===== src/rtl/raycast_pkg.sv =====
// Shared raycasting types: scheduler state encoding, screen geometry and the
// player pose bundle that the controller, scheduler and ray stage pass around.
package raycast_pkg;

  localparam int SCREEN_COLS = 320;
  localparam int POSE_W      = 16;

  typedef enum logic [2:0] {
    IDLE      = 3'd0,
    LATCH     = 3'd1,
    ISSUE     = 3'd2,
    DRAIN     = 3'd3,
    SWAP_WAIT = 3'd4
  } sched_state_t;

  typedef struct packed {
    logic [POSE_W-1:0] posX;
    logic [POSE_W-1:0] posY;
    logic [POSE_W-1:0] dirX;
    logic [POSE_W-1:0] dirY;
    logic [POSE_W-1:0] planeX;
    logic [POSE_W-1:0] planeY;
  } pose_t;

endpackage


===== src/rtl/pose_snapshot_reg.sv =====
// Frame-stable copy of the player pose: loads on load_i, clears on rst_i.
module pose_snapshot_reg
  import raycast_pkg::*;
(
  input  logic  clk_i,
  input  logic  rst_i,
  input  logic  load_i,
  input  pose_t pose_i,
  output pose_t pose_o
);

  pose_t pose_q;

  always_ff @(posedge clk_i) begin
    if (rst_i) begin
      pose_q <= '0;
    end else if (load_i) begin
      pose_q <= pose_i;
    end
  end

  assign pose_o = pose_q;

endmodule


===== src/rtl/ray_frame_scheduler.sv =====
// Per-frame sequencer: snapshots the pose, issues one request per screen column,
// waits for the last pixel, then swaps the frame buffer on the next frame boundary.
module ray_frame_scheduler
  import raycast_pkg::*;
#(
  parameter int NUM_COLS      = SCREEN_COLS,
  parameter int HCOUNT_W      = 9,
  parameter int POSE_W        = raycast_pkg::POSE_W,
  parameter int DRAIN_TIMEOUT = 65535
) (
  input  logic                pixel_clk_in,
  input  logic                rst_in,
  input  logic                enable_in,
  input  logic                frame_start_in,
  input  logic [POSE_W-1:0]   posX_in,
  input  logic [POSE_W-1:0]   posY_in,
  input  logic [POSE_W-1:0]   dirX_in,
  input  logic [POSE_W-1:0]   dirY_in,
  input  logic [POSE_W-1:0]   planeX_in,
  input  logic [POSE_W-1:0]   planeY_in,
  input  logic                ray_ready_in,
  output logic                ray_valid_out,
  output logic [HCOUNT_W-1:0] hcount_out,
  output logic [POSE_W-1:0]   posX_out,
  output logic [POSE_W-1:0]   posY_out,
  output logic [POSE_W-1:0]   dirX_out,
  output logic [POSE_W-1:0]   dirY_out,
  output logic [POSE_W-1:0]   planeX_out,
  output logic [POSE_W-1:0]   planeY_out,
  input  logic                frame_done_in,
  output logic                swap_out,
  output logic                busy_out,
  output logic [7:0]          frames_dropped_out,
  output logic                error_out,
  output logic [2:0]          state_out
);

  localparam int                  DRAIN_W    = $clog2(DRAIN_TIMEOUT + 1);
  localparam logic [HCOUNT_W-1:0] LAST_COL   = HCOUNT_W'(NUM_COLS - 1);
  localparam logic [DRAIN_W-1:0]  DRAIN_LAST = DRAIN_W'(DRAIN_TIMEOUT - 1);

  // Column channel: a request transfers on any edge where ray_valid_out and
  // ray_ready_in are both high; until then valid and hcount are held unchanged.

  sched_state_t        state_q, state_d;
  logic [HCOUNT_W-1:0] hcount_q, hcount_d;
  logic [DRAIN_W-1:0]  drain_q, drain_d;
  logic [7:0]          dropped_q, dropped_d;
  logic                error_q, error_d;
  logic                swap_q, swap_d;
  pose_t               pose_live, pose_snap;

  always_comb begin
    state_d   = state_q;
    hcount_d  = hcount_q;
    drain_d   = drain_q;
    dropped_d = dropped_q;
    error_d   = error_q;
    swap_d    = 1'b0;

    if (frame_done_in && (state_q != DRAIN)) begin
      error_d = 1'b1;
    end

    case (state_q)
      IDLE: begin
        if (frame_start_in && enable_in) state_d = LATCH;
      end
      LATCH: begin
        hcount_d = '0;
        state_d  = ISSUE;
      end
      ISSUE: begin
        if (ray_ready_in) begin
          if (hcount_q == LAST_COL) begin
            drain_d = '0;
            state_d = DRAIN;
          end else begin
            hcount_d = hcount_q + 1'b1;
          end
        end
      end
      DRAIN: begin
        drain_d = drain_q + 1'b1;
        // A done pulse on the timeout cycle still counts as a clean finish.
        if (frame_done_in) begin
          state_d = SWAP_WAIT;
        end else if (drain_q == DRAIN_LAST) begin
          error_d = 1'b1;
          state_d = SWAP_WAIT;
        end
      end
      SWAP_WAIT: begin
        if (frame_start_in) begin
          swap_d  = 1'b1;
          state_d = enable_in ? LATCH : IDLE;
        end
      end
      default: state_d = IDLE;
    endcase

    if (frame_start_in && (state_q inside {LATCH, ISSUE, DRAIN}) &&
        (dropped_q != 8'hFF)) begin
      dropped_d = dropped_q + 8'd1;
    end
  end

  always_ff @(posedge pixel_clk_in) begin
    if (rst_in) begin
      state_q   <= IDLE;
      hcount_q  <= '0;
      drain_q   <= '0;
      dropped_q <= '0;
      error_q   <= 1'b0;
      swap_q    <= 1'b0;
    end else begin
      state_q   <= state_d;
      hcount_q  <= hcount_d;
      drain_q   <= drain_d;
      dropped_q <= dropped_d;
      error_q   <= error_d;
      swap_q    <= swap_d;
    end
  end

  assign pose_live = '{posX: posX_in, posY: posY_in, dirX: dirX_in,
                       dirY: dirY_in, planeX: planeX_in, planeY: planeY_in};

  pose_snapshot_reg u_pose_snapshot (
    .clk_i  (pixel_clk_in),
    .rst_i  (rst_in),
    .load_i (state_q == LATCH),
    .pose_i (pose_live),
    .pose_o (pose_snap)
  );

  assign posX_out   = pose_snap.posX;
  assign posY_out   = pose_snap.posY;
  assign dirX_out   = pose_snap.dirX;
  assign dirY_out   = pose_snap.dirY;
  assign planeX_out = pose_snap.planeX;
  assign planeY_out = pose_snap.planeY;

  assign ray_valid_out      = (state_q == ISSUE);
  assign hcount_out         = hcount_q;
  assign swap_out           = swap_q;
  assign busy_out           = (state_q != IDLE);
  assign frames_dropped_out = dropped_q;
  assign error_out          = error_q;
  assign state_out          = state_q;

endmodule


===== config.mk =====
export PLATFORM = sky130hd
export DESIGN_NAME = ray_frame_scheduler
export DESIGN_NICKNAME = d
export VERILOG_FILES = /design/src/rtl/raycast_pkg.sv /design/src/rtl/pose_snapshot_reg.sv /design/src/rtl/ray_frame_scheduler.sv
export SDC_FILE = /design/constraint.sdc
export NUM_CORES = 1
export LEC_CHECK = 0
export CORE_UTILIZATION = 46
export DETAILED_ROUTE_END_ITERATION = 7
export PLACE_DENSITY_LB_ADDON = 0.25
export SLEW_MARGIN = 10
export SYNTH_ARGS = -nofsm -noshare
export SYNTH_HDL_FRONTEND = slang
export SYNTH_SLANG_ARGS = --single-unit

===== constraint.sdc =====
create_clock -name pixel_clk_in -period 5.45 [get_ports pixel_clk_in]
set_input_delay 0.545 -clock pixel_clk_in [delete_from_list [all_inputs] [get_ports pixel_clk_in]]
set_output_delay 0.545 -clock pixel_clk_in [all_outputs]
set_load 0.02 [all_outputs]

==> run metrics, run 1 <==
status=completed; die span in y=109.4 µm; Layout area overhead=52.53%; clock buffer count from CTS=17; Max Slew Vio Count=0; post-CTS setup-driven buffer insertion count=0; Switch Pwr=0.8697 mW; count of nets left with antenna violations after detail routing=0; DRC Markers=0; routed metal-1 wire length=5897 µm; final RePlAce weighted congestion=0.8413; nets@finish=967; arrival time of data at the critical path endpoint=2.06 ns; final period utilization=47.85%; Comb power frac=24.3%; Worst Hold Class=reg2reg; kind of capture point of the worst setup path=primary output; hold-fix buffers at CTS=0; Port-buffer cells=221; sort of element at the start of the critical path=flip-flop; number of synthesized flops with an enable pin=0; average wire per standard cell=15.43 µm; Initial Utilization=48.11%; net count of the mapped netlist=771; maximum clock skew at final layout=0.008884 ns; cell row count=38; number of antenna violations at the first check in global routing=0; synthesis warning total=0; layout cells sized above 1=4.582%; final count of negative-setup-slack endpoints=0; number of buffers on the longest clock path=2; Placed Cells=982; vias in the first global route=5,274; clock latency of the later-clocked register in the worst-skew pair=0.42 ns; synthesized flop and latch total=134; total met2 wirelength after detailed routing=7935 µm; count of cell types in the netlist=52; count of final hold-check violations=0; most common cell after layout, fill and taps aside=sky130_fd_sc_hd__clkdlybuf4s50_1; TritonCTS sink count=134; max frequency=383.4 MHz; crit path max fanout=13; power density over the cells=365.0 nW/µm²; setup repair after global routing missed its margin=no; CTS clock-pin slew for the worst setup and hold paths=0.05 ns; H-tree depth reported by CTS=4; Worst slew margin=29.65%; sum of routed wire length over all layers=15,630 µm; slew of the pin with the lowest slew margin=1.055 ns; Total Neg Setup Slack=0 ns; Max-cap violations=0; via count=5,453; top flip-flop cell by instance count after synthesis=sky130_fd_sc_hd__dfxtp_1; worst setup slack after placement=3.079 ns; die footprint=11,970 µm²; GRT Overall Usage=26.43%; wire length of the first global-routing pass=24,410 µm; drt first-iter violations=376; diode insertion count for antenna repair=0; max layer used=met4; final critical path time including I/O delays and setup=2.608 ns; root buffer cell=sky130_fd_sc_hd__clkbuf_16; post-synth design cell area=5306 µm²; placeable core region=11,030 µm²; cell-internal power=2.085 mW; sum of net half-perimeters after detailed placement=10,720 µm; critical path class=reg2out; layout filler cell count=826; register share of total power=38.7%; gate count of the mapped netlist=665; switching fraction of total power=29.44%; number of top-level pins=222; pin count of the biggest net entering global routing=104; average cell area after synthesis=7.979 µm²; worst-case vdd ir drop=0.0003154 V; Vias/cell=5.383; number of non-filler instances in the completed layout=1,013; amount of wire on met3 after detailed routing=1384 µm; CTS tree=yes; clock share of power=37.0%; fraction of the yosys area taken by sequential cells=50.55%; Chip Width=109.4 µm; leakage power of the design=2.789 nW; overflow left after global routing=0; Post-CTS Resized=0; Post-synth ARST share=0%; Final Worst Setup Slack=2.842 ns; required time reported for the critical path endpoint=4.91 ns; Initial DRT Pass Iterations=5; most frequent cells in the layout=220 x sky130_fd_sc_hd__clkdlybuf4s50_1, 203 x sky130_fd_sc_hd__nand2_1, 134 x sky130_fd_sc_hd__dfxtp_1
-- through the flow --
stage	hold WS (ns)	cell area (µm²)	util [%]	power, mW
after floorplan	0.4517	5306	-	1.542
after global placement	0.4411	7526	68.23	1.856
after detailed placement	0.4462	7526	68.23	1.879
after CTS	0.4534	8094	73.38	2.971
after global routing	0.4669	8094	73.38	3.089
final	0.4524	8094	73.38	2.954
-- metal layers --
layer	GRT usage, %	vias to the layer above
met3	12.57	31
met2	45.82	206
met1	26.64	2535
met4	12.67	0
li1	-	2681
met5	0	-
-- path summary, 6_finish.rpt --
check	cells after the start	from	slack, ns	endpoint
worst max-delay path	3	state_out[1]	2.84	ray_valid_out
worst min-delay path	2	u_pose_snapshot.pose_o[16]	0.45	u_pose_snapshot.pose_o[16]
worst max register to register	3	state_out[0]	3.26	hcount_out[3]
worst min register to register	2	u_pose_snapshot.pose_o[16]	0.45	u_pose_snapshot.pose_o[16]
-- layout make-up --
type                       count  area (µm²)  share of cell area, %
sequential                   134        2683                  33.14
multi-input combinational    479        2425                  29.96
timing repair buffer         222        2217                  27.39
clock buffer                  23       467.9                  5.781
tap                          140       175.2                  2.164
clock inverter                 8       100.1                  1.237
inverter                       7       26.28                 0.3246
-- critical path: stages (launching register included) --
cell	delay [ns]
sky130_fd_sc_hd__dfxtp_1	0.54
sky130_fd_sc_hd__nand2b_1	0.14
sky130_fd_sc_hd__nor2_1	0.28
sky130_fd_sc_hd__clkdlybuf4s50_1	0.68
-- synthesized netlist by cell type, types with 2 or more instances --
cell	instances	area share [%]
sky130_fd_sc_hd__a311oi_1	3	0.50
sky130_fd_sc_hd__and2_1	3	0.35
sky130_fd_sc_hd__xor2_1	2	0.33
sky130_fd_sc_hd__o2111ai_1	2	0.33
sky130_fd_sc_hd__nand3_1	15	1.4
sky130_fd_sc_hd__nor2_1	21	1.5
sky130_fd_sc_hd__o21ai_0	12	1.1
sky130_fd_sc_hd__a211oi_1	5	0.71
sky130_fd_sc_hd__nand2_1	204	14
sky130_fd_sc_hd__nor2b_1	3	0.35
sky130_fd_sc_hd__ha_1	4	0.94
sky130_fd_sc_hd__buf_1	3	0.21
sky130_fd_sc_hd__o31ai_1	7	0.99
sky130_fd_sc_hd__clkbuf_1	33	2.3
sky130_fd_sc_hd__and4_1	3	0.50
sky130_fd_sc_hd__inv_1	7	0.50
sky130_fd_sc_hd__a21o_1	3	0.42
sky130_fd_sc_hd__or4_1	5	0.71
sky130_fd_sc_hd__nand2b_1	4	0.47
sky130_fd_sc_hd__o21a_1	2	0.28
sky130_fd_sc_hd__dfxtp_1	134	51
sky130_fd_sc_hd__a31o_2	2	0.33
sky130_fd_sc_hd__and3_1	3	0.35
sky130_fd_sc_hd__mux2i_1	3	0.57
sky130_fd_sc_hd__nor3_1	5	0.47
sky130_fd_sc_hd__nand3b_1	2	0.28
sky130_fd_sc_hd__a31oi_1	4	0.47
sky130_fd_sc_hd__nor4_1	5	0.59
sky130_fd_sc_hd__and3b_1	2	0.33
sky130_fd_sc_hd__or3_1	9	1.1
sky130_fd_sc_hd__nand4_1	9	1.1
sky130_fd_sc_hd__a21oi_1	120	11
sky130_fd_sc_hd__buf_2	7	0.66
-- sequential cells by signal, indices dropped and copies added, names as in the netlist --
name	count
state_out	3
swap_out	1
error_out	1
drain_q	16
frames_dropped_out	8
u_pose_snapshot.pose_o	96
hcount_out	9
-- cell families (layout without fill, tap and decap cells) --
family	count (synthesis)	in the layout	synth area share (%)
simple gates	299	299	25.02
compound gates	171	171	18.65
flops	134	134	50.55
buf+inv	52	260	3.938
fa+ha+maj	4	4	0.9432
mux	3	3	0.5659
xor+xnor	2	2	0.3302
-- power groups by stage --
| stage | combinational [mW] | sequential [mW] | clock, mW |
|---|---|---|---|
| after floorplan | 0.278 | 1.26 | 0 |
| after global placement | 0.701 | 1.16 | 0 |
| after detailed placement | 0.717 | 1.16 | 0 |
| after CTS | 0.721 | 1.14 | 1.11 |
| after global routing | 0.775 | 1.15 | 1.16 |
| final | 0.717 | 1.14 | 1.09 |
Note: power is estimated with default switching activity, not from simulation.
==> inputs of run 2 (changes only) <==
--- a/config.mk
+++ b/config.mk
@@ -5,7 +5,7 @@
 export SDC_FILE = /design/constraint.sdc
 export NUM_CORES = 1
 export LEC_CHECK = 0
-export CORE_UTILIZATION = 46
+export CORE_UTILIZATION = 39
 export DETAILED_ROUTE_END_ITERATION = 7
 export PLACE_DENSITY_LB_ADDON = 0.25
 export SLEW_MARGIN = 10
==> constraint.sdc (replaced) <==
create_clock -name pixel_clk_in -period 2.34 [get_ports pixel_clk_in]
set_input_delay 0.234 -clock pixel_clk_in [delete_from_list [all_inputs] [get_ports pixel_clk_in]]
set_output_delay 0.234 -clock pixel_clk_in [all_outputs]
set_load 0.02 [all_outputs]
==> run 2 against run 1 <==
Clock power grew 130%; sequential power is 130% higher; critical path depth stayed put; non-clock buffer count increased by 6; largest cell class unchanged.
==> run metrics, run 2 (same netlist as run 1, synthesis figures left out) <==
overflow left after global routing=0; root buffer cell=sky130_fd_sc_hd__clkbuf_16; Crit. path cell count=3; number of top-level pins=222; Slowest Stage Delay on Critical Path=0.65 ns; die footprint=14,080 µm²; post-CTS setup-driven buffer insertion count=0; sum of net half-perimeters after detailed placement=11,050 µm; count of nets left with antenna violations after detail routing=0; placeable core region=13,240 µm²; worst min-delay path endpoint=frames_dropped_out[1]; cell row count=42; layout cells sized above 1=5.131%; clock buffer count from CTS=17; clock share of power=36.4%; Worst Hold Class=in2reg; drt first-iter violations=393; CTS clock-pin slew for the worst setup and hold paths=0.06 ns; power density over the cells=842.1 nW/µm²; status=completed; most frequent cells in the layout=220 x sky130_fd_sc_hd__clkdlybuf4s50_1, 203 x sky130_fd_sc_hd__nand2_1, 133 x sky130_fd_sc_hd__dfxtp_1; critical path class=reg2out; number of flip-flops under the largest register name=96; GRT Overall Usage=23.42%; chain of cells forming the critical path=nand2b_1 -> nor2_1 -> clkdlybuf4s50_1; register share of total power=38.5%; diode insertion count for antenna repair=0; Critical R2R Capture=drain_q[13]; hold-fix buffers at CTS=0; Worst slew margin=60.37%; switching fraction of total power=29.49%; Layout area overhead=54.66%; kind of capture point of the worst setup path=primary output; Max Slew Vio Count=0; TritonCTS sink count=134; cell-internal power=4.873 mW; arrival time of data at the critical path endpoint=1.90 ns; final count of negative-setup-slack endpoints=0; clock latency of the later-clocked register in the worst-skew pair=0.42 ns; maximum clock skew at final layout=0.01223 ns; Initial DRT Pass Iterations=5; pin count of the biggest net entering global routing=76; worst-case vdd ir drop=0.0006794 V; max frequency=469.5 MHz; footprint of the multi-input gates=2425 µm²; DRC Markers=0; crit path max fanout=13; Vias/cell=5.186; number of antenna violations at the first check in global routing=0; Total Power=6.911 mW; footprint of the flip-flops and latches=2684 µm²; final period utilization=91.02%; average wire per standard cell=15.34 µm; Total Neg Setup Slack=0 ns; worst setup slack after placement=0.2822 ns; required time reported for the critical path endpoint=2.11 ns; number of buffers on the longest clock path=2; sum of routed wire length over all layers=16,160 µm; Comb power frac=25.1%; die span in y=118.6 µm; worst slack on hold paths=0.2946 ns; H-tree depth reported by CTS=4; wire length of the first global-routing pass=25,960 µm; Max-cap violations=0; most common cell after layout, fill and taps aside=sky130_fd_sc_hd__clkdlybuf4s50_1; vias in the first global route=5,293; worst hold path startpoint=rst_in; setup repair after global routing missed its margin=no; layout filler cell count=1,166; slew of the pin with the lowest slew margin=0.5944 ns; Final Worst Setup Slack=0.2101 ns; Switch Pwr=2.038 mW; nets@finish=973; Top Family by Delay on Critical Path=buffers and inverters; Critical path buffers and inverters=1; Port-buffer cells=221; sort of element at the start of the critical path=flip-flop; CTS tree=yes; slack of the worst reg-to-reg path=0.26 ns; worst hold path stage count=2; worst-case reg-to-reg path depth=5; final RePlAce weighted congestion=0.8467; Worst path slowest cell=sky130_fd_sc_hd__clkdlybuf4s50_1; leakage power of the design=2.836 nW; Crit Reg-Reg Startpoint=hcount_out[1]; Initial Utilization=40.07%; final critical path time including I/O delays and setup=2.130 ns; final core area utilization=61.97%; via count=5,461; count of final hold-check violations=0; Chip Width=118.6 µm
## run 2: cell count changes in the layout (fill, tap and decap cells not counted), sizes merged
cell / before / now
buf: 2 / 8
clkinv: 2 / 1
clkinvlp: 4 / 1
bufinv: 2 / 1
clkbuf: 23 / 26
## run 2: power groups by stage
stage | logic (mW) | registers [mW] | clock network, mW
after CTS | 1.75 | 2.66 | 2.57
after global placement | 1.72 | 2.69 | 0
after detailed placement | 1.74 | 2.70 | 0
after global routing | 1.87 | 2.69 | 2.68
final | 1.74 | 2.66 | 2.52
after floorplan | 0.648 | 2.94 | 0
## run 2: how the worst max path moves through the flow
stage	start	slack [ns]	to
6_report	state_out[2]	0.21	ray_valid_out
3_3_place_gp	hcount_out[0]	0.38	drain_q[13]
2_1_floorplan	hcount_out[0]	0.48	drain_q[13]
5_1_grt	state_out[2]	0.09	ray_valid_out
3_5_place_dp	hcount_out[1]	0.28	drain_q[13]
4_1_cts	state_out[1]	0.12	ray_valid_out
## run 2: worst register-to-register path, delay by kind of cell (launching register included)
| family | cells | cell delay (ns) |
|---|---|---|
| compound gates | 2 | 0.42 |
| flops | 1 | 0.42 |
| simple gates | 2 | 0.92 |
| fa+ha+maj | 1 | 0.25 |
## run 2: area by class of cell
class,instances,area share [%]
sequential,134,32.70
inverter,7,0.3202
multi-input combinational,479,29.55
tap,176,2.683
clock buffer,26,6.205
timing repair buffer,228,28.02
clock inverter,3,0.5184
## run 2: routing by layer
layer  track usage, %  vias to the layer above  share of wire (%)
met2            38.30                      209                 49
met5                0                        -                  0
li1                 -                     2683                  -
met3            10.09                       30                9.0
met1            26.56                     2539                 40
met4            9.889                        0                2.2
## run 2: what timing repair did
| action | CTS | global route |
|---|---|---|
| setup endpoints to repair | 0 | 1 |
| endpoints found under the hold margin | 0 | 0 |
| resized for setup | 0 | 1 |
## run 2: per-stage QoR
step                      cells  area, µm²
after floorplan             665       5306
final                      1053       8207
after detailed placement   1024       7654
after CTS                  1053       8205
after global routing       1053       8207
after global placement     1024       7654
==> inputs of run 3 (changes only) <==
--- a/config.mk
+++ b/config.mk
@@ -7,6 +7,7 @@
 export LEC_CHECK = 0
 export CORE_UTILIZATION = 39
 export DETAILED_ROUTE_END_ITERATION = 7
+export GPL_TIMING_DRIVEN = 1
 export PLACE_DENSITY_LB_ADDON = 0.25
 export SLEW_MARGIN = 10
 export SYNTH_ARGS = -nofsm -noshare
==> results of run 3 <==
Final layout, timing and power as in run 2 (identical DEF).
